<file path="src/rtl/ser_to_par_8_if.sv">
// Bus bundle for the serial-to-parallel word collector: serial input side,
// control strobes and the parallel valid/ready output side.
interface ser_to_par_8_if #(
  parameter int unsigned WIDTH = 8
);
  localparam int unsigned CW = $clog2(WIDTH);

  logic             Start;
  logic             Stop;
  logic             Serial_In;
  logic             Bit_En;
  logic             Data_Ready;
  logic             Clear_Ovf;
  logic [WIDTH-1:0] Data_Out;
  logic             Data_Valid;
  logic             Busy;
  logic [CW-1:0]    Bit_Count;
  logic             Overflow;

  // Producer/consumer side: drives the stream and accepts words.
  modport master (
    output Start, Stop, Serial_In, Bit_En, Data_Ready, Clear_Ovf,
    input  Data_Out, Data_Valid, Busy, Bit_Count, Overflow
  );

  // Collector side.
  modport slave (
    input  Start, Stop, Serial_In, Bit_En, Data_Ready, Clear_Ovf,
    output Data_Out, Data_Valid, Busy, Bit_Count, Overflow
  );
endinterface

</file>
<file path="src/rtl/ser_to_par_8.sv">
// Serial-in, parallel-out word collector: assembles LSB-first words from an
// enable-qualified bit stream and holds each word behind a valid/ready handshake.
module ser_to_par_8 #(
  parameter int unsigned WIDTH = 8
) (
  input  logic             Clk,
  input  logic             Reset,
  ser_to_par_8_if.slave    bus
);
  localparam int unsigned CW = $clog2(WIDTH);

  typedef enum logic {
    S_IDLE    = 1'b0,
    S_COLLECT = 1'b1
  } state_e;

  state_e           state_q, state_d;
  logic [WIDTH-1:0] shift_q, shift_d;
  logic [CW-1:0]    bit_count_q, bit_count_d;
  logic [WIDTH-1:0] data_out_q, data_out_d;
  logic             data_valid_q, data_valid_d;
  logic             busy_q, busy_d;
  logic             overflow_q, overflow_d;

  logic [WIDTH-1:0] word_c;
  logic             word_done_c;
  logic             xfer_c;
  logic             ovf_set_c;

  // State register.
  always_ff @(posedge Clk) begin
    if (Reset) begin
      state_q <= S_IDLE;
    end else begin
      state_q <= state_d;
    end
  end

  // Next state: Start wins over Stop; otherwise hold.
  always_comb begin
    state_d = state_q;
    if (bus.Start) begin
      state_d = S_COLLECT;
    end else if (bus.Stop) begin
      state_d = S_IDLE;
    end
  end

  // Datapath and handshake next values.
  always_comb begin
    shift_d      = shift_q;
    bit_count_d  = bit_count_q;
    data_out_d   = data_out_q;
    data_valid_d = data_valid_q;
    word_done_c  = 1'b0;
    ovf_set_c    = 1'b0;
    word_c       = {bus.Serial_In, shift_q[WIDTH-1:1]};
    xfer_c       = data_valid_q & bus.Data_Ready;

    if (bus.Start) begin
      // Realign: a same-cycle bit becomes bit 0 of the fresh word.
      shift_d     = '0;
      bit_count_d = '0;
      if (bus.Bit_En) begin
        shift_d     = {bus.Serial_In, (WIDTH-1)'(0)};
        bit_count_d = CW'(1);
      end
    end else if (bus.Stop) begin
      shift_d     = '0;
      bit_count_d = '0;
    end else if ((state_q == S_COLLECT) && bus.Bit_En) begin
      shift_d = word_c;
      if (bit_count_q == CW'(WIDTH - 1)) begin
        bit_count_d = '0;
        word_done_c = 1'b1;
      end else begin
        bit_count_d = bit_count_q + CW'(1);
      end
    end

    if (xfer_c) begin
      data_valid_d = 1'b0;
    end

    // A completion loads only into an empty or draining holding register.
    if (word_done_c) begin
      if (!data_valid_q || xfer_c) begin
        data_out_d   = word_c;
        data_valid_d = 1'b1;
      end else begin
        ovf_set_c = 1'b1;
      end
    end

    overflow_d = ovf_set_c | (overflow_q & ~bus.Clear_Ovf);
    busy_d     = (state_d == S_COLLECT);
  end

  // Datapath and output registers.
  always_ff @(posedge Clk) begin
    if (Reset) begin
      shift_q      <= '0;
      bit_count_q  <= '0;
      data_out_q   <= '0;
      data_valid_q <= 1'b0;
      busy_q       <= 1'b0;
      overflow_q   <= 1'b0;
    end else begin
      shift_q      <= shift_d;
      bit_count_q  <= bit_count_d;
      data_out_q   <= data_out_d;
      data_valid_q <= data_valid_d;
      busy_q       <= busy_d;
      overflow_q   <= overflow_d;
    end
  end

  assign bus.Data_Out   = data_out_q;
  assign bus.Data_Valid = data_valid_q;
  assign bus.Busy       = busy_q;
  assign bus.Bit_Count  = bit_count_q;
  assign bus.Overflow   = overflow_q;

endmodule
</file>
<file path="src/flat_wrapper.sv">
// flat-port wrapper written by rule: the top's interface ports become plain ports
module ser_to_par_8_flat 
#(
  parameter int unsigned WIDTH = 8
)
  (Clk, Reset, bus_Start, bus_Stop, bus_Serial_In, bus_Bit_En, bus_Data_Ready, bus_Clear_Ovf, bus_Data_Out, bus_Data_Valid, bus_Busy, bus_Bit_Count, bus_Overflow);
  ser_to_par_8_if #(.WIDTH(WIDTH)) bus_i ();
  input  logic Clk;
  input  logic Reset;
  input wire logic [$bits(bus_i.Start)-1:0] bus_Start;
  input wire logic [$bits(bus_i.Stop)-1:0] bus_Stop;
  input wire logic [$bits(bus_i.Serial_In)-1:0] bus_Serial_In;
  input wire logic [$bits(bus_i.Bit_En)-1:0] bus_Bit_En;
  input wire logic [$bits(bus_i.Data_Ready)-1:0] bus_Data_Ready;
  input wire logic [$bits(bus_i.Clear_Ovf)-1:0] bus_Clear_Ovf;
  output wire logic [$bits(bus_i.Data_Out)-1:0] bus_Data_Out;
  output wire logic [$bits(bus_i.Data_Valid)-1:0] bus_Data_Valid;
  output wire logic [$bits(bus_i.Busy)-1:0] bus_Busy;
  output wire logic [$bits(bus_i.Bit_Count)-1:0] bus_Bit_Count;
  output wire logic [$bits(bus_i.Overflow)-1:0] bus_Overflow;
  assign bus_i.Start = bus_Start;
  assign bus_i.Stop = bus_Stop;
  assign bus_i.Serial_In = bus_Serial_In;
  assign bus_i.Bit_En = bus_Bit_En;
  assign bus_i.Data_Ready = bus_Data_Ready;
  assign bus_i.Clear_Ovf = bus_Clear_Ovf;
  assign bus_Data_Out = bus_i.Data_Out;
  assign bus_Data_Valid = bus_i.Data_Valid;
  assign bus_Busy = bus_i.Busy;
  assign bus_Bit_Count = bus_i.Bit_Count;
  assign bus_Overflow = bus_i.Overflow;
  ser_to_par_8 #(.WIDTH(WIDTH)) u_core (.Clk(Clk), .Reset(Reset), .bus(bus_i));
endmodule
</file>
<file path="config.mk">
export PLATFORM = sky130hd
export DESIGN_NAME = ser_to_par_8_flat
export DESIGN_NICKNAME = d
export VERILOG_FILES = /design/src/rtl/ser_to_par_8_if.sv /design/src/rtl/ser_to_par_8.sv /design/src/flat_wrapper.sv
export SDC_FILE = /design/constraint.sdc
export NUM_CORES = 1
export LEC_CHECK = 0
export CAP_MARGIN = 20
export CELL_PAD_IN_SITES_DETAIL_PLACEMENT = 1
export CELL_PAD_IN_SITES_GLOBAL_PLACEMENT = 1
export CORE_MARGIN = 3
export CORE_UTILIZATION = 35
export CTS_CLUSTER_DIAMETER = 40
export CTS_CLUSTER_SIZE = 24
export DETAILED_ROUTE_END_ITERATION = 16
export GPL_TIMING_DRIVEN = 0
export PLACE_DENSITY = 0.78
export SLEW_MARGIN = 5
export SYNTH_ARGS = -nofsm -noshare
export SYNTH_HDL_FRONTEND = slang
export SYNTH_SLANG_ARGS = --single-unit
</file>
<file path="constraint.sdc">
create_clock -name Clk -period 1.8 [get_ports Clk]
set_input_delay 0.18 -clock Clk [delete_from_list [all_inputs] [get_ports Clk]]
set_output_delay 0.18 -clock Clk [all_outputs]
set_load 0.05 [all_outputs]
</file>
==> results.cfg, run 1 <==
[timing]
whs_ps = 484
tns_ps = 0
setup_viol = 0
clock_skew_ps = 9.47
hold_viol = 0
setup_ws_ps = 112
fin_crit_ps = 1690
post-route-period-util_pct = 93.8
max-slew-margin-rel_pct = 63.4
fmax_ghz = 0.593
grt_setup_unrepaired = false
final_max_slew_viol_count = 0
worst_slew_pin_slew_ps = 547

[setup_path]
cp_cell_sequence = clkdlybuf4s50_1
cp_slowest_cell = clkdlybuf4s50_1
cp_top_family = buffers and inverters
start_kind = flip-flop
cp.required_ps = 1620
reg2reg_slack_ps = 400
worstPathArrival_ps = 1510
crit_path_max_fanout = 3
rr_worst_depth = 5
crit_type = reg2out
cp_slowest_stage_delay_ps = 810
worst-path-buf-inv = 1
r2r_start = u_core.bus.Bit_Count[0]$_SDFFE_PP0P_
worstSetupEndpointType = output pin
r2r_end = u_core.bus.Data_Out[6]$_SDFFE_PP0P_

[pwr]
switchingPower_uw = 193
comb_power_share_pct = 9.0
swShare_pct = 24.7
power_uw = 780
seq_power_share_pct = 60.7
power_frac_clock_pct = 30.2
p_per_area_nw_per_um2 = 673
p_int_uw = 587
ir_drop_uv = 357
leakagePower_nw = 0.420

[global_route]
grt_pass1_vias = 755
grt_pass1_wl_um = 3480
antenna_found_initial = 0
overflow = 0
grt.total_usage_pct = 14.2
grt_max_degree = 12

[final_layout]
final_area_sq_um = 1160
fin_nets = 126
fill_cells = 290
layout-drive-gt1-share_pct = 5.22
n_antenna_cell = 0
final_util_pct = 50.4
layout.cells.non_filler = 143
area_growth_pct = 30.8

[yosys]
ys_warn_count = 0
ys_top_cells_by_count = 21 x dfxtp_1, 17 x nand2b_1, 11 x nor2_1, 9 x mux2i_1, 8 x a22oi_1
netlist_area_sq_um = 886
yosys.area.top_type = dfxtp_1
syn-num-nets = 100
ys_ff_latch = 21
synthArstFlopShare_pct = 0
yosysMostFrequentCell = dfxtp_1
ys.flop_type = dfxtp_1
synth-edff-count = 0
synth_top_area_share_pct = 47.5
yosysSeqAreaShare_pct = 47.5
synth_cells = 90
synth_area_leaders = dfxtp_1 47%, nand2b_1 12%, mux2i_1 10%, a22oi_1 6.8%, nor2_1 4.7%
synth_cell_types = 22
avgSynthCellArea_sq_um = 9.84

[die]
die_area_sq_um = 3170
initial_core_util_pct = 38.6
rows = 17
die_w_um = 56.3
io_pins = 22
die_h_um = 56.3
core_area_sq_um = 2300

[detailed_routing]
wl_per_cell_um = 14.6
drtAntennaViolNets = 0
routed_wl_um = 2090
drc = 0
vias = 729
drt_iter0_markers = 10
via_per_inst = 5.10
first_pass_iters = 4

[cts]
tritoncts = yes
h-tree-depth = 1
clock_path_buffers = 2
numCtsBuffers = 3
cts_sinks = 21
cts_root_buf = clkbuf_4
clk_pin_slew_worst_paths_ps = 120
worstSkewPairLatency_ps = 310

[placed_design]
dp_hpwl_um = 1580
pre_cts_ws_ps = 104
place_area_sq_um = 1130
placed_cells = 139
gp_congestion = 0.818
io_buffers = 21

[flow_run]
maxCapViolCount = 0

[run_status]
outcome = finished, final reports clean

[worst_hold_path]
worst_hold_path_type = reg2reg
hold_depth = 2
min_from = u_core.bus.Data_Out[3]$_SDFFE_PP0P_
min_to = u_core.bus.Data_Out[3]$_SDFFE_PP0P_
==> logic make-up after synthesis <==
logic type / after synthesis / share of synthesized area (%)
simple gates: 38 / 24.6
flops: 21 / 47.5
compound gates: 14 / 11.4
mux: 9 / 10.2
buf+inv: 6 / 3.53
fa+ha+maj: 2 / 2.82
==> power by group through the flow <==
| stage | registers, mW | logic [mW] | clock network (mW) |
|---|---|---|---|
| after CTS | 0.474 | 0.0714 | 0.245 |
| after global routing | 0.475 | 0.0760 | 0.268 |
| final | 0.474 | 0.0704 | 0.236 |
| after detailed placement | 0.484 | 0.0720 | 0 |
| after global placement | 0.484 | 0.0701 | 0 |
| after floorplan | 0.493 | 0.0273 | 0 |
==> routing by layer <==
| layer | share of wire (%) | global-route usage [%] | wire length [um] |
|---|---|---|---|
| met5 | 0 | 0 | 0 |
| met3 | 2.7 | 2.99 | 57 |
| met2 | 49 | 23.9 | 1030 |
| met1 | 46 | 17.0 | 954 |
| met4 | 2.3 | 7.12 | 48 |
==> area by class of cell <==
class | instances | area [sq um] | share of cell area (%)
tap | 28 | 35.0 | 3.02
inverter | 1 | 3.75 | 0.324
timing repair buffer | 21 | 211 | 18.3
sequential | 21 | 420 | 36.3
multi-input combinational | 63 | 434 | 37.5
clock buffer | 4 | 26.3 | 2.27
buffer | 5 | 27.5 | 2.38
==> state kept, by name (all words and copies together) (netlist names) <==
name and count:
u_core.bus.Data_Valid 1, u_core.bus.Data_Out 8, u_core.bus.Overflow 1, u_core.bus.Busy 1
u_core.shift_q 7, u_core.bus.Bit_Count 3
==> layout by cell type (no fill, tap or decap) <==
cell type	Yosys	routed
dfxtp_1	21	21
clkdlybuf4s50_1	0	19
nand2b_1	17	17
nor2_1	11	11
mux2i_1	9	9
a22oi_1	8	8
clkbuf_1	3	4
a21oi_1	3	3
clkbuf_4	0	3
nor2b_1	2	2
nand3_1	2	2
ha_1	2	2
and4bb_1	1	1
and3b_1	1	1
buf_6	1	1
buf_2	1	1
a211oi_2	1	1
inv_1	1	1
nand2_1	1	1
nand4b_1	1	1
nand4_1	1	1
a31oi_1	1	1
nand3b_1	1	1
o31ai_1	1	1
dlygate4sd2_1	0	1
dlymetal6s2s_1	0	1
==> worst max path at each step <==
stage | start | to | slack, ps | cells past startpoint
after floorplan | u_core.bus.Bit_Count[0]$_SDFFE_PP0P_ | u_core.bus.Data_Out[0]$_SDFFE_PP0P_ | 200 | 5
after global placement | Reset | u_core.bus.Data_Valid$_SDFF_PP0_ | 130 | 4
after detailed placement | Reset | u_core.shift_q[6]$_SDFFE_PP0P_ | 100 | 4
after CTS | u_core.bus.Bit_Count[0]$_SDFFE_PP0P_ | bus_Bit_Count[0] | 50 | 1
after global routing | u_core.bus.Bit_Count[2]$_SDFFE_PP0P_ | bus_Bit_Count[2] | 50 | 1
final | u_core.bus.Bit_Count[2]$_SDFFE_PP0P_ | bus_Bit_Count[2] | 110 | 1
==> repair_timing <==
action	4_1_cts	5_1_grt
hold buffers	0	0
pin swaps	0	0
buffers inserted	0	0
gates resized for setup	1	1
setup endpoints to repair	1	1
Power figures use the tool's default switching activity.
==> inputs of run 2 (changes only) <==
--- a/config.mk
+++ b/config.mk
@@ -8,13 +8,16 @@
 export CAP_MARGIN = 20
 export CELL_PAD_IN_SITES_DETAIL_PLACEMENT = 1
 export CELL_PAD_IN_SITES_GLOBAL_PLACEMENT = 1
+export CORE_ASPECT_RATIO = 1.5
 export CORE_MARGIN = 3
-export CORE_UTILIZATION = 35
+export CORE_UTILIZATION = 44
 export CTS_CLUSTER_DIAMETER = 40
 export CTS_CLUSTER_SIZE = 24
 export DETAILED_ROUTE_END_ITERATION = 16
+export DONT_BUFFER_PORTS = 1
 export GPL_TIMING_DRIVEN = 0
-export PLACE_DENSITY = 0.78
+export PLACE_DENSITY = 0.76
+export SKIP_LAST_GASP = 1
 export SLEW_MARGIN = 5
 export SYNTH_ARGS = -nofsm -noshare
 export SYNTH_HDL_FRONTEND = slang
==> results.cfg, run 2 (synthesis results as in run 1) <==
[cts]
post_cts_buffers = 0
tritoncts = yes
cts_sinks = 21
numCtsBuffers = 3
cts_root_buf = clkbuf_4
clock_path_buffers = 2
h-tree-depth = 1
worstSkewPairLatency_ps = 310
clk_pin_slew_worst_paths_ps = 110

[setup_path]
start_kind = flip-flop
rr_worst_depth = 4
cp_slowest_cell = dfxtp_1
cp.required_ps = 2050
cp_slowest_stage_delay_ps = 750
crit_path_max_fanout = 8
r2r_start = u_core.bus.Busy$_SDFFE_PP0P_
r2r_end = u_core.bus.Data_Out[3]$_SDFFE_PP0P_
crit_type = reg2reg
reg2reg_slack_ps = 170
worstPathArrival_ps = 1880
cp_cell_sequence = and4bb_1 > and3b_1 > buf_6 > mux2i_1
worstSetupEndpointType = flip-flop

[placed_design]
gp_congestion = 0.657
dp_hpwl_um = 1320
io_buffers = 0

[detailed_routing]
drt_iter0_markers = 4
drc = 0
wl_per_cell_um = 15.8
vias = 681
drtAntennaViolNets = 0
via_per_inst = 5.82
routed_wl_um = 1850
first_pass_iters = 4

[worst_hold_path]
worst_hold_path_type = in2reg
hold_depth = 2
min_from = bus_Serial_In
min_to = u_core.bus.Data_Out[7]$_SDFFE_PP0P_

[run_status]
outcome = finished, final reports clean

[final_layout]
mostFrequentLayoutCells = 19 x dfxtp_1, 17 x nand2b_1, 11 x nor2_1, 9 x mux2i_1, 8 x a22oi_1
layout.cells.most_common = dfxtp_1
largest_reg_flops = 8
area_growth_pct = 8.47
layout-drive-gt1-share_pct = 8.33
fill_cells = 220
final_util_pct = 51.2
n_antenna_cell = 0
fin_nets = 107

[pwr]
seq_power_share_pct = 64.2
swShare_pct = 23.9
leakagePower_nw = 0.335
p_per_area_nw_per_um2 = 785
switchingPower_uw = 181
comb_power_share_pct = 5.1
power_uw = 755
ir_drop_uv = 363
p_int_uw = 574
power_frac_clock_pct = 30.7

[die]
die_area_sq_um = 2600
core_area_sq_um = 1880
die_w_um = 42.6
io_pins = 22
initial_core_util_pct = 47.2
rows = 19
die_h_um = 61.0

[global_route]
overflow = 0
grt_pass1_vias = 699
grt_max_degree = 12
grt_pass1_wl_um = 2970
antenna_found_initial = 0
grt.total_usage_pct = 15.9

[timing]
final_max_slew_viol_count = 0
post-route-period-util_pct = 90.8
worst_slew_pin_slew_ps = 636
max-slew-margin-rel_pct = 57.6
grt_setup_unrepaired = false
hold_viol = 0
setup_viol = 0
tns_ps = 0
fmax_ghz = 0.612
fin_crit_ps = 1630
clock_skew_ps = 4.33

[flow_run]
maxCapViolCount = 0
run 2: area by class of cell:
type                       instances  area, sq um  area share, %
multi-input combinational         63          434           45.2
buffer                             5         27.5           2.86
timing repair buffer               2         20.0           2.08
tap                               21         26.3           2.73
inverter                           1         3.75          0.391
sequential                        21          423           44.0
clock buffer                       4         26.3           2.73
run 2: metrics by stage:
stage / area (sq um) / instances / hold slack (ps) / setup WS (ps)
3_3_place_gp: 912 / 111 / 288 / 83.0
2_1_floorplan: 886 / 90 / 284 / 201
6_report: 961 / 117 / 17.3 / 166
3_5_place_dp: 912 / 111 / 290 / 43.1
4_1_cts: 958 / 117 / 6.12 / 16.7
5_1_grt: 961 / 117 / 12.3 / 65.9
run 2: worst max path at each step:
stage                                                    start                             endpoint  slack, ps  depth (start not counted)
after floorplan           u_core.bus.Bit_Count[0]$_SDFFE_PP0P_  u_core.bus.Data_Out[0]$_SDFFE_PP0P_        200                          5
after global placement    u_core.bus.Bit_Count[0]$_SDFFE_PP0P_  u_core.bus.Data_Out[0]$_SDFFE_PP0P_         80                          5
after detailed placement  u_core.bus.Bit_Count[0]$_SDFFE_PP0P_  u_core.bus.Data_Out[3]$_SDFFE_PP0P_         40                          5
after CTS                 u_core.bus.Bit_Count[0]$_SDFFE_PP0P_  u_core.bus.Data_Out[3]$_SDFFE_PP0P_         20                          5
after global routing              u_core.bus.Busy$_SDFFE_PP0P_  u_core.bus.Data_Out[3]$_SDFFE_PP0P_         70                          4
final                             u_core.bus.Busy$_SDFFE_PP0P_  u_core.bus.Data_Out[3]$_SDFFE_PP0P_        170                          4
run 2: metal layers:
| layer | GRT usage (%) | share of wire [%] | vias to the layer above | routed length [um] |
|---|---|---|---|---|
| li1 | - | - | 329 | - |
| met1 | 15.6 | 40 | 330 | 743 |
| met2 | 28.1 | 52 | 17 | 954 |
| met3 | 4.45 | 4.9 | 5 | 91 |
| met4 | 12.0 | 3.1 | 0 | 58 |
| met5 | 0 | 0 | - | 0 |
run 2: power groups by stage:
stage | registers, mW | clock network (mW) | logic [mW]
after floorplan | 0.493 | 0 | 0.0273
after CTS | 0.484 | 0.245 | 0.0387
final | 0.484 | 0.232 | 0.0387
after global routing | 0.485 | 0.266 | 0.0424
after detailed placement | 0.494 | 0 | 0.0353
after global placement | 0.494 | 0 | 0.0338
run 2: timing repair:
item	CTS	global route
endpoints found under the hold margin	2	0
hold buffers	2	0
endpoints found under the setup margin	0	8
gates resized for setup	0	2
run 2: critical path, delay by kind of cell (launching register included):
kind	cells	cell delay, ps
buffers and inverters	1	150
DFF	1	750
and+or+nand+nor	2	470
muxes	1	200
==> inputs of run 3 (changes only) <==
--- a/config.mk
+++ b/config.mk
@@ -9,7 +9,6 @@
 export CELL_PAD_IN_SITES_DETAIL_PLACEMENT = 1
 export CELL_PAD_IN_SITES_GLOBAL_PLACEMENT = 1
 export CORE_ASPECT_RATIO = 1.5
-export CORE_MARGIN = 3
 export CORE_UTILIZATION = 44
 export CTS_CLUSTER_DIAMETER = 40
 export CTS_CLUSTER_SIZE = 24
==> results.cfg, run 3 (synthesis results as in run 1) <==
[run_status]
outcome = finished, final reports clean

[setup_path]
worstSetupEndpointType = flip-flop
crit_type = reg2reg
cp_slowest_cell = dfxtp_1
crit_path_max_fanout = 8
cp_cell_sequence = and4bb_1 > and3b_1 > buf_6 > mux2i_1
worstPathArrival_ps = 1880
cp.required_ps = 2030
start_kind = flip-flop
cp_slowest_stage_delay_ps = 740

[placed_design]
gp_congestion = 0.699
dp_hpwl_um = 1210
place_area_sq_um = 912
io_buffers = 0

[cts]
numCtsBuffers = 3
cts_root_buf = clkbuf_4
clk_pin_slew_worst_paths_ps = 110
tritoncts = yes
worstSkewPairLatency_ps = 290
clock_path_buffers = 2
cts_sinks = 21
h-tree-depth = 1

[timing]
fin_crit_ps = 1650
hold_viol = 0
clock_skew_ps = 1.62
fmax_ghz = 0.606
final_max_slew_viol_count = 0
post-route-period-util_pct = 91.6
setup_viol = 0
grt_setup_unrepaired = false
whs_ps = 33.7
max-slew-margin-rel_pct = 58.0
worst_slew_pin_slew_ps = 629
tns_ps = 0

[final_layout]
fin_nets = 107
layout.cells.most_common = dfxtp_1
layout-drive-gt1-share_pct = 8.33
final_area_sq_um = 961
largest_reg_flops = 8
mostFrequentLayoutCells = 19 x dfxtp_1, 17 x nand2b_1, 11 x nor2_1, 9 x mux2i_1, 8 x a22oi_1
final_util_pct = 51.8
fill_cells = 216
n_antenna_cell = 0
area_growth_pct = 8.47

[worst_hold_path]
worst_hold_path_type = in2reg

[pwr]
ir_drop_uv = 439
p_per_area_nw_per_um2 = 776
leakagePower_nw = 0.335
power_uw = 746

[die]
die_w_um = 38.6
initial_core_util_pct = 47.8
io_pins = 22
die_h_um = 57.0
die_area_sq_um = 2200
core_area_sq_um = 1850
rows = 19

[detailed_routing]
drc = 0
routed_wl_um = 1730
wl_per_cell_um = 14.8
via_per_inst = 5.74
drt_iter0_markers = 9
first_pass_iters = 4
drtAntennaViolNets = 0
vias = 671

[global_route]
grt.total_usage_pct = 19.3
overflow = 0
grt_pass1_vias = 727
grt_pass1_wl_um = 3060
antenna_found_initial = 0
grt_max_degree = 12

[flow_run]
maxCapViolCount = 0
## run 3: worst paths after layout
check                                 startpoint                             endpoint  slack [ps]  cells past startpoint
setup / recovery    u_core.bus.Busy$_SDFFE_PP0P_  u_core.bus.Data_Out[5]$_SDFFE_PP0P_         150                      4
hold / removal                         bus_Start       u_core.shift_q[7]$_SDFFE_PP0P_          30                      2
setup reg to reg    u_core.bus.Busy$_SDFFE_PP0P_  u_core.bus.Data_Out[5]$_SDFFE_PP0P_         150                      4
hold reg to reg   u_core.shift_q[1]$_SDFFE_PP0P_  u_core.bus.Data_Out[0]$_SDFFE_PP0P_         490                      2
## run 3: stage by stage
step / std cells / setup WS [ps]
3_3_place_gp: 111 / 86.1
3_5_place_dp: 111 / 58.7
5_1_grt: 117 / 32.2
6_report: 117 / 151
4_1_cts: 117 / 30.2
2_1_floorplan: 90 / 201
## run 3: timing repair
item / 4_1_cts / 5_1_grt
hold buffers: 2 / 0
setup buffers: 0 / 0
endpoints found under the setup margin: 0 / 8
resized for setup: 0 / 2
endpoints found under the hold margin: 2 / 0
## run 3: worst max-delay path, delay by kind of cell (launching register included)
| family | cells | cell delay (ps) |
|---|---|---|
| buffers and inverters | 1 | 160 |
| muxes | 1 | 190 |
| DFF | 1 | 740 |
| and+or+nand+nor | 2 | 490 |
## run 3: per-layer routing
metal | up-vias | GRT usage, % | routed length (um)
met5 | - | 0 | 0
met4 | 0 | 7.39 | 17
met3 | 2 | 4.67 | 49
met2 | 14 | 33.8 | 928
met1 | 331 | 21.4 | 731
li1 | 324 | - | -
## run 3: layout make-up
class | instances | area [sq um] | share of cell area (%)
Buffer | 5 | 27.5 | 2.86
Clock buffer | 4 | 26.3 | 2.73
Sequential cell | 21 | 423 | 44.0
Tap cell | 21 | 26.3 | 2.73
Inverter | 1 | 3.75 | 0.391
Timing Repair Buffer | 2 | 20.0 | 2.08
Multi-Input combinational cell | 63 | 434 | 45.2
## run 3: report_power, final
group          total, mW  switching, mW  leakage [nW]  internal, mW
clock              0.223          0.137        0.0150        0.0861
combinational     0.0388         0.0205         0.150        0.0183
sequential         0.484         0.0152         0.171         0.469
total              0.746          0.172         0.335         0.573
